## src/rtl/d_pipe_pkg.sv

```systemverilog
// Shared defaults, legal parameter ranges and the count-width helper
// for the elastic register pipe.
package d_pipe_pkg;

   localparam int DEF_WIDTH = 8;
   localparam int DEF_DEPTH = 4;
   localparam int MIN_WIDTH = 1;
   localparam int MAX_WIDTH = 64;
   localparam int MIN_DEPTH = 1;
   localparam int MAX_DEPTH = 16;

   // Bits needed to hold an occupancy count in 0..depth.
   function automatic int cnt_w(input int depth);
      return $clog2(depth + 1);
   endfunction

endpackage

```

## src/rtl/d_register_pipe_if.sv

```systemverilog
// Producer/consumer bundle for d_register_pipe: input handshake,
// output handshake, flush and occupancy count.
interface d_register_pipe_if
   import d_pipe_pkg::*;
#(
   parameter int WIDTH = DEF_WIDTH,
   parameter int DEPTH = DEF_DEPTH
);
   localparam int CW = cnt_w(DEPTH);

   logic             flush;
   logic [WIDTH-1:0] d;
   logic             d_valid;
   logic             d_ready;
   logic [WIDTH-1:0] q;
   logic             q_valid;
   logic             q_ready;
   logic [CW-1:0]    count;

   // Environment side: drives words in, consumes words out.
   modport master (
      output flush, d, d_valid, q_ready,
      input  d_ready, q, q_valid, count
   );

   // Pipe side.
   modport slave (
      input  flush, d, d_valid, q_ready,
      output d_ready, q, q_valid, count
   );

endinterface

```

## src/rtl/d_stage.sv

```systemverilog
// One pipe slot: WIDTH-bit data register with a valid flag. Clear wins
// over load and returns the slot to RESET_VAL so an empty head reads RESET_VAL.
module d_stage #(
   parameter int               WIDTH     = 8,
   parameter logic [WIDTH-1:0] RESET_VAL = '0
) (
   input  logic             clk,
   input  logic             i_clr,
   input  logic             i_ld,
   input  logic [WIDTH-1:0] i_d,
   output logic             o_vld,
   output logic [WIDTH-1:0] o_d
);

   logic             r_vld;
   logic [WIDTH-1:0] r_d;

   // Slot register: synchronous clear, otherwise load on enable.
   always_ff @(posedge clk) begin
      if (i_clr) begin
         r_vld <= 1'b0;
         r_d   <= RESET_VAL;
      end else if (i_ld) begin
         r_vld <= 1'b1;
         r_d   <= i_d;
      end
   end

   assign o_vld = r_vld;
   assign o_d   = r_d;

endmodule

```

## src/rtl/d_register_pipe.sv

```systemverilog
// In-order elastic register pipe. Occupied slots are always packed at the
// head (slot 0): a pop shifts every slot down by one and a push writes the
// first free slot, so a word into an empty pipe reaches q after one edge
// whatever DEPTH is. q/q_valid/count come straight from flops; d_ready
// depends only on the registered count.
module d_register_pipe
   import d_pipe_pkg::*;
#(
   parameter int               WIDTH     = DEF_WIDTH,
   parameter int               DEPTH     = DEF_DEPTH,
   parameter logic [WIDTH-1:0] RESET_VAL = '0
) (
   input  logic            clk,
   input  logic            rst,
   d_register_pipe_if.slave bus
);

   localparam int CW = cnt_w(DEPTH);

   if (WIDTH < MIN_WIDTH || WIDTH > MAX_WIDTH) begin : g_bad_width
      $error("d_register_pipe: WIDTH %0d outside 1..64", WIDTH);
   end
   if (DEPTH < MIN_DEPTH || DEPTH > MAX_DEPTH) begin : g_bad_depth
      $error("d_register_pipe: DEPTH %0d outside 1..16", DEPTH);
   end

   logic [CW-1:0]                r_count;
   logic                         w_push;
   logic                         w_pop;
   logic [CW-1:0]                w_wr_idx;
   logic [DEPTH-1:0]             w_vld;
   logic [DEPTH-1:0]             w_nxt_vld;
   logic [DEPTH-1:0]             w_ld;
   logic [DEPTH-1:0]             w_clr;
   logic [DEPTH-1:0][WIDTH-1:0]  w_dat;
   logic [DEPTH-1:0][WIDTH-1:0]  w_nxt_dat;
   logic [DEPTH-1:0][WIDTH-1:0]  w_ld_dat;

   assign bus.d_ready = (r_count < CW'(DEPTH));
   assign w_push      = bus.d_valid & bus.d_ready;
   assign w_pop       = w_vld[0] & bus.q_ready;
   // After a pop everything moves down one, so the free slot does too.
   assign w_wr_idx    = r_count - CW'(w_pop);

   for (genvar i = 0; i < DEPTH; i++) begin : g_stage
      logic w_tgt;

      if (i < DEPTH - 1) begin : g_mid
         assign w_nxt_vld[i] = w_vld[i+1];
         assign w_nxt_dat[i] = w_dat[i+1];
      end else begin : g_tail
         assign w_nxt_vld[i] = 1'b0;
         assign w_nxt_dat[i] = RESET_VAL;
      end

      assign w_tgt       = w_push && (w_wr_idx == CW'(i));
      assign w_ld[i]     = (w_pop & w_nxt_vld[i]) | w_tgt;
      assign w_ld_dat[i] = (w_pop & w_nxt_vld[i]) ? w_nxt_dat[i] : bus.d;
      // A slot whose content shifted out with nothing to replace it empties.
      assign w_clr[i]    = rst | bus.flush | (w_pop & ~w_nxt_vld[i] & ~w_tgt);

      d_stage #(
         .WIDTH     (WIDTH),
         .RESET_VAL (RESET_VAL)
      ) u_stage (
         .clk   (clk),
         .i_clr (w_clr[i]),
         .i_ld  (w_ld[i]),
         .i_d   (w_ld_dat[i]),
         .o_vld (w_vld[i]),
         .o_d   (w_dat[i])
      );
   end

   // Occupancy: reset/flush empty it, otherwise +push -pop.
   always_ff @(posedge clk) begin
      if (rst || bus.flush) begin
         r_count <= '0;
      end else begin
         case ({w_push, w_pop})
            2'b10:   r_count <= r_count + CW'(1);
            2'b01:   r_count <= r_count - CW'(1);
            default: r_count <= r_count;
         endcase
      end
   end

   assign bus.q       = w_dat[0];
   assign bus.q_valid = w_vld[0];
   assign bus.count   = r_count;

endmodule
```

## src/flat_wrapper.sv

```systemverilog
// flat-port wrapper written by rule: the top's interface ports become plain ports
module d_register_pipe_flat import d_pipe_pkg::*;
#(
   parameter int               WIDTH     = DEF_WIDTH,
   parameter int               DEPTH     = DEF_DEPTH,
   parameter logic [WIDTH-1:0] RESET_VAL = '0
)
  (clk, rst, bus_flush, bus_d, bus_d_valid, bus_q_ready, bus_d_ready, bus_q, bus_q_valid, bus_count);
  d_register_pipe_if #(.WIDTH(WIDTH), .DEPTH(DEPTH)) bus_i ();
  input  logic clk;
  input  logic rst;
  input wire logic [$bits(bus_i.flush)-1:0] bus_flush;
  input wire logic [$bits(bus_i.d)-1:0] bus_d;
  input wire logic [$bits(bus_i.d_valid)-1:0] bus_d_valid;
  input wire logic [$bits(bus_i.q_ready)-1:0] bus_q_ready;
  output wire logic [$bits(bus_i.d_ready)-1:0] bus_d_ready;
  output wire logic [$bits(bus_i.q)-1:0] bus_q;
  output wire logic [$bits(bus_i.q_valid)-1:0] bus_q_valid;
  output wire logic [$bits(bus_i.count)-1:0] bus_count;
  assign bus_i.flush = bus_flush;
  assign bus_i.d = bus_d;
  assign bus_i.d_valid = bus_d_valid;
  assign bus_i.q_ready = bus_q_ready;
  assign bus_d_ready = bus_i.d_ready;
  assign bus_q = bus_i.q;
  assign bus_q_valid = bus_i.q_valid;
  assign bus_count = bus_i.count;
  d_register_pipe #(.WIDTH(WIDTH), .DEPTH(DEPTH), .RESET_VAL(RESET_VAL)) u_core (.clk(clk), .rst(rst), .bus(bus_i));
endmodule
```

## config.mk

```make
export PLATFORM = sky130hd
export DESIGN_NAME = d_register_pipe_flat
export DESIGN_NICKNAME = d
export VERILOG_FILES = /design/src/rtl/d_pipe_pkg.sv /design/src/rtl/d_register_pipe_if.sv /design/src/rtl/d_stage.sv /design/src/rtl/d_register_pipe.sv /design/src/flat_wrapper.sv
export SDC_FILE = /design/constraint.sdc
export NUM_CORES = 1
export LEC_CHECK = 0
export BUFFER_PORTS_ARGS = -buffer_cell sky130_fd_sc_hd__buf_2
export CORE_MARGIN = 4
export CORE_UTILIZATION = 40
export DETAILED_ROUTE_END_ITERATION = 8
export PLACE_DENSITY_LB_ADDON = 0.1
export SLEW_MARGIN = 10
export SYNTH_ARGS = -nofsm -noshare
export SYNTH_HDL_FRONTEND = slang
export SYNTH_HIERARCHICAL = 1
export SYNTH_SLANG_ARGS = --single-unit
```

## constraint.sdc

```tcl
create_clock -name clk -period 2.1 [get_ports clk]
set_input_delay 0.42 -clock clk [delete_from_list [all_inputs] [get_ports clk]]
set_output_delay 0.42 -clock clk [all_outputs]
set_load 0.02 [all_outputs]
```

Word-level counts from Yosys, hierarchy flattened
Index checks and enable logic that the tools add are counted.
Cells by class
  add/subtract/negate cells: 3
  $lt $le $gt $ge: 1
  eq/ne operators: 5
  mux-type cells: 4
  bitwise logic cells: 27
  reductions and logical operators: 7
Operators with widths (count)
  8-bit 2-to-1 mux: 3
  1-bit AND: 12
  1-bit bitwise OR: 8
  1-bit NOT: 7
  3-bit by 2-bit == test with 1-bit output (second input constant): 2
  3-bit one-hot mux with 2 select lines: 1
  1-bit logical AND: 4
  3-bit by 1-bit adder with 3-bit output (second input constant): 1
  3-bit by 1-bit == test with 1-bit output (second input constant): 1
  3-bit logical NOT: 1
  3-bit < comparator (second input constant): 1
  3-bit by 1-bit subtractor with 3-bit output: 1
  3-bit by 1-bit subtractor with 3-bit output (second input constant): 1
  2-bit by 1-bit == test with 1-bit output (second input constant): 1
  2-bit == test (second input constant): 1
  2-bit nonzero test: 1
  1-bit logical OR: 1
Word-level totals
  flip-flop bits (word level): 39
  logic and storage cells: 56

Longest topological paths before layout
  depth in word-level cells: 7
  depth in mapped cells: 9
  depth with buffers taken out: 8

Cells and area by module
Netlist, hierarchy kept.
By module, submodules not included
  d_stage: times used 4, cells each 29, area each 312.8 um^2, sequential area each 180.2 um^2
  d_register_pipe: times used 1, cells each 70, area each 628.1 um^2, sequential area each 60.1 um^2

Worst setup path after synthesis
No wires, ideal clock.
  path kind: reg2reg
  start: reg u_core.g_stage[0].u_stage.r_vld
  end: reg u_core.g_stage[2].u_stage.r_d[0]
  arrival time: 2141 ps
  data required time: 1974 ps
  path slack: -167 ps
  cell stages (with the launch flop): 10
  buffers on the path: 1
  cells stage by stage: dfxtp_1 nand2_4 nor2_1 ha_1 or4b_4 o31ai_2 a21o_1 buf_6 mux2i_1 nor2_1
On the way
  elaborated cells on any way between the ends: 11
  those cells by class: 1 x add/sub; 1 x eq/ne; 1 x mux; 7 x bitwise; 1 x reduce/logical
RTL lines
  start, declared: line d_stage.sv:15  | logic r_vld;
  start signal, assigned: line d_stage.sv:21  | r_vld <= 1'b0;
  start signal, assigned: line d_stage.sv:24  | r_vld <= 1'b1;
  1-bit AND (*): line d_register_pipe.sv:41  | assign w_pop = w_vld[0] & bus.q_ready;
  3-bit by 1-bit subtractor with 3-bit output: line d_register_pipe.sv:43  | assign w_wr_idx = r_count - CW'(w_pop);
  3-bit by 2-bit == test with 1-bit output: line d_register_pipe.sv:56  | assign w_tgt = w_push && (w_wr_idx == CW'(i));
  1-bit logical AND: line d_register_pipe.sv:56
  1-bit bitwise OR (*): line d_register_pipe.sv:57  | assign w_ld[i] = (w_pop & w_nxt_vld[i]) | w_tgt;
  named net u_core.w_ld[2]: line d_register_pipe.sv:33  | logic [DEPTH-1:0] w_ld;
  end signal, assigned: line d_stage.sv:25  | r_d <= i_d;
  end, declared: line d_stage.sv:16  | logic [WIDTH-1:0] r_d;
Mark *: on every way through the listed nets, which the timed path passes. The rest lies on a longest branch.
A chain may end at the register's enable or synchronous reset.

Final worst setup path
  start: reg u_core.g_stage[0].u_stage.r_vld
  end: reg u_core.g_stage[2].u_stage.r_d[6]
Same word-level chain as after synthesis.

==> results.cfg <==
[critical_path]
critPathMaxFanout = 5
startpoint = u_core/g_stage[0].u_stage/o_vld$_SDFFE_PP0P_
r2r_end = u_core/g_stage[2].u_stage/o_d[6]$_SDFFE_PP0P_
r2r_cells = 9
r2r_slack_ns = -0.08
r2r-start = u_core/g_stage[0].u_stage/o_vld$_SDFFE_PP0P_
critical-path-max-stage-delay_ns = 0.51
crit_chain = nand2_8, nor2_4, ha_4, or4b_4, o31ai_2, a21o_1, buf_6, mux2i_1, nor2_1
start_kind = flip-flop
endpoint_kind = flip-flop
crit_end = u_core/g_stage[2].u_stage/o_d[6]$_SDFFE_PP0P_
worstSetupPathType = reg -> reg
cp_slowest_cell = or4b_4
worstPathRequired_ns = 2.26
cp.arrival_ns = 2.33

[sta]
max-slew-margin-rel = 0.577
clock.fmax_mhz = 459
setup_viol = 8
post-route-period-util = 1.04
min_period_ns = 2.18
report.final.slew_viol_count = 0
max_slew.worst_pin.slew_ns = 0.630
finClkSkew_ns = 0.00478
hold_violations = 0
rsz0062_at_grt = yes
fin_ws_ns = -0.0775

[finish]
nNetsFinal = 241
drive_above_1_share = 0.385
antenna_cells = 0
design_area_sq_mm = 0.00229
area_growth_syn_to_layout_pct = 22.0

[detailed_routing]
drc = 0
routedWlPerCell_um = 14.3
postRouteAntennaNets = 0
drt_wl_total_mm = 3.97
drt-pass1-iter-count = 4
drt-initial-drc-count = 58
vias = 1377
via_per_inst = 4.95

[place]
hpwl_mm = 2.94
postPlaceCellArea_sq_mm = 0.00211
place.gp.congestion = 0.767
port_buffers = 25
dp_slack_ns = -0.303

[global_route]
grt_first_pass_wirelength_mm = 6.78
overflow = 0
grt_max_degree = 12
grt_use_total = 0.144
grt_antenna_before_repair = 0
grt_pass1_vias = 1421

[die]
start_util = 0.423
dieWidth_um = 76.5
dieArea_sq_mm = 0.00586
die_y_um = 76.5
core-area_sq_mm = 0.00444
rows = 24
ios = 26

[run_status]
violations = setup timing
outcome = finished with violations

[yosys]
ys_types = 32
ys_warn_count = 6
syn_inst = 186
ys.flop_type = dfxtp_1
synth_nets = 202
syn_area_sq_mm = 0.00188
synth_edf_count = 0
postSynthAreaPerCell_sq_um = 10.1
ys_seq_area_frac = 0.415
synthArstFlopShare = 0
synth-seq-cells = 39

[power_and_ir_drop]
p_leak_nw = 0.885
total_power_w = 0.00151
powerDensity_mw_per_mm2 = 660
ir_drop_v = 0.000427

[cts]
insertion_delay_ns = 0.29
clk_pin_slew_ns = 0.07
clock-sinks = 39
cts_max_level = 2
cts-root-buf = clkbuf_8
cts.path.max_buffers = 2
tritoncts = built
cts_buffers = 5

[run]
max_cap_violations = 0

[min_path]
hold_path_class = in -> reg
## per-layer routing
metal	GRT usage	wire length, um	vias up
li1	-	-	714
met1	0.193	2010	630
met2	0.215	1710	25
met3	0.0426	176	8
met4	0.0598	73	0
met5	0	0	-
## worst min-delay path by stage
stage                                                       start                                             to  slack, ns  cells past startpoint
finish                                                        rst               u_core/bus.count[1]$_SDFFE_PP0P_       0.31                      2
global route                                                  rst               u_core/bus.count[1]$_SDFFE_PP0P_       0.31                      2
CTS                                                           rst               u_core/bus.count[0]$_SDFFE_PP0P_       0.30                      2
detailed placement  u_core/g_stage[0].u_stage/o_d[4]$_SDFFE_PP0P_  u_core/g_stage[0].u_stage/o_d[4]$_SDFFE_PP0P_       0.48                      2
global placement    u_core/g_stage[1].u_stage/o_d[6]$_SDFFE_PP0P_  u_core/g_stage[1].u_stage/o_d[6]$_SDFFE_PP0P_       0.47                      2
floorplan           u_core/g_stage[1].u_stage/o_d[6]$_SDFFE_PP0P_  u_core/g_stage[1].u_stage/o_d[6]$_SDFFE_PP0P_       0.45                      2
## cell type report
type / instances / area [sq um]
tap: 52 / 65.1
sequential: 39 / 790
clock buffer: 8 / 100
fill: 419 / 2150
inverter: 5 / 18.8
multi-input combinational: 133 / 1060
timing repair buffer: 41 / 260
## critical path, delay by kind of cell, from the launching register on
family	cells	cell delay, ns
AO/OA/AOI/OAI	2	0.37
adder cells (fa/ha/maj)	1	0.20
buffers and inverters	1	0.15
flip-flops	1	0.39
multiplexers	1	0.22
AND/OR/NAND/NOR	4	0.72
## cell usage after synthesis (2+ instances only)
cell | instances | area share
nor2_1 | 46 | 0.092
dfxtp_1 | 39 | 0.42
mux2i_1 | 32 | 0.17
mux2_2 | 23 | 0.14
buf_6 | 4 | 0.024
clkbuf_1 | 4 | 0.0080
inv_1 | 4 | 0.0080
a21oi_1 | 2 | 0.0053
ha_1 | 2 | 0.013
nand2_1 | 2 | 0.0040
nand2_2 | 2 | 0.0067
nand3_1 | 2 | 0.0053
nor3_1 | 2 | 0.0053
o21ai_0 | 2 | 0.0053
o31ai_1 | 2 | 0.0080
xor2_1 | 2 | 0.0093
## timing repair
action	4_1_cts	5_1_grt
gates cloned	1	1
endpoints found under the setup margin	8	18
pin swaps	0	2
hold buffers	0	0
gates resized for setup	7	8
setup buffers	5	0
## flip-flops by register name, indices dropped and copies added, names as in the netlist
signal,cells
u_core/bus.count,3
u_core/g_stage.u_stage/o_d,32
u_core/g_stage.u_stage/o_vld,4
## through the flow
stage / utilization / hold WS, ns / instances / setup TNS, ns
floorplan: - / 0.453 / 186 / 0
global placement: 0.476 / 0.467 / 265 / -2.49
detailed placement: 0.476 / 0.482 / 265 / -4.49
CTS: 0.520 / 0.300 / 279 / -0.680
global route: 0.516 / 0.307 / 278 / -1.24
finish: 0.516 / 0.307 / 278 / -0.325
## cell families (layout without fill, tap and decap cells)
family                     count (synthesis)  in the layout  share of synthesized area
AOI/OAI and AO/OA                         12             12                     0.0446
xor gates and xnor gates                   3              3                     0.0140
adders and majority gates                  3              3                     0.0240
buffers and inverters                     14             54                     0.0459
DFF                                       39             39                      0.415
muxes                                     56             56                      0.314
and+or+nand+nor                           59             59                      0.142
## cells in the final DEF (no fill, tap or decap), types with 2 or more instances in the layout
cell type,count
nor3_1,2
clkbuf_8,7
o31ai_2,2
a21oi_1,2
dfxtp_1,36
buf_2,25
nor2_1,44
nor2_4,2
nand2_1,2
mux2i_1,32
inv_1,4
xor2_1,2
o21ai_0,2
dfxtp_4,2
mux2_2,23
buf_6,4
nand2_2,2
buf_4,12
nand3_1,2
## where the power goes
group	total [W]	switching, W	internal, W
Sequential	0.000763	0.0000101	0.000753
Combinational	0.000208	0.000110	0.0000978
Clock	0.000543	0.000243	0.000299
Power figures use the tool's default switching activity.
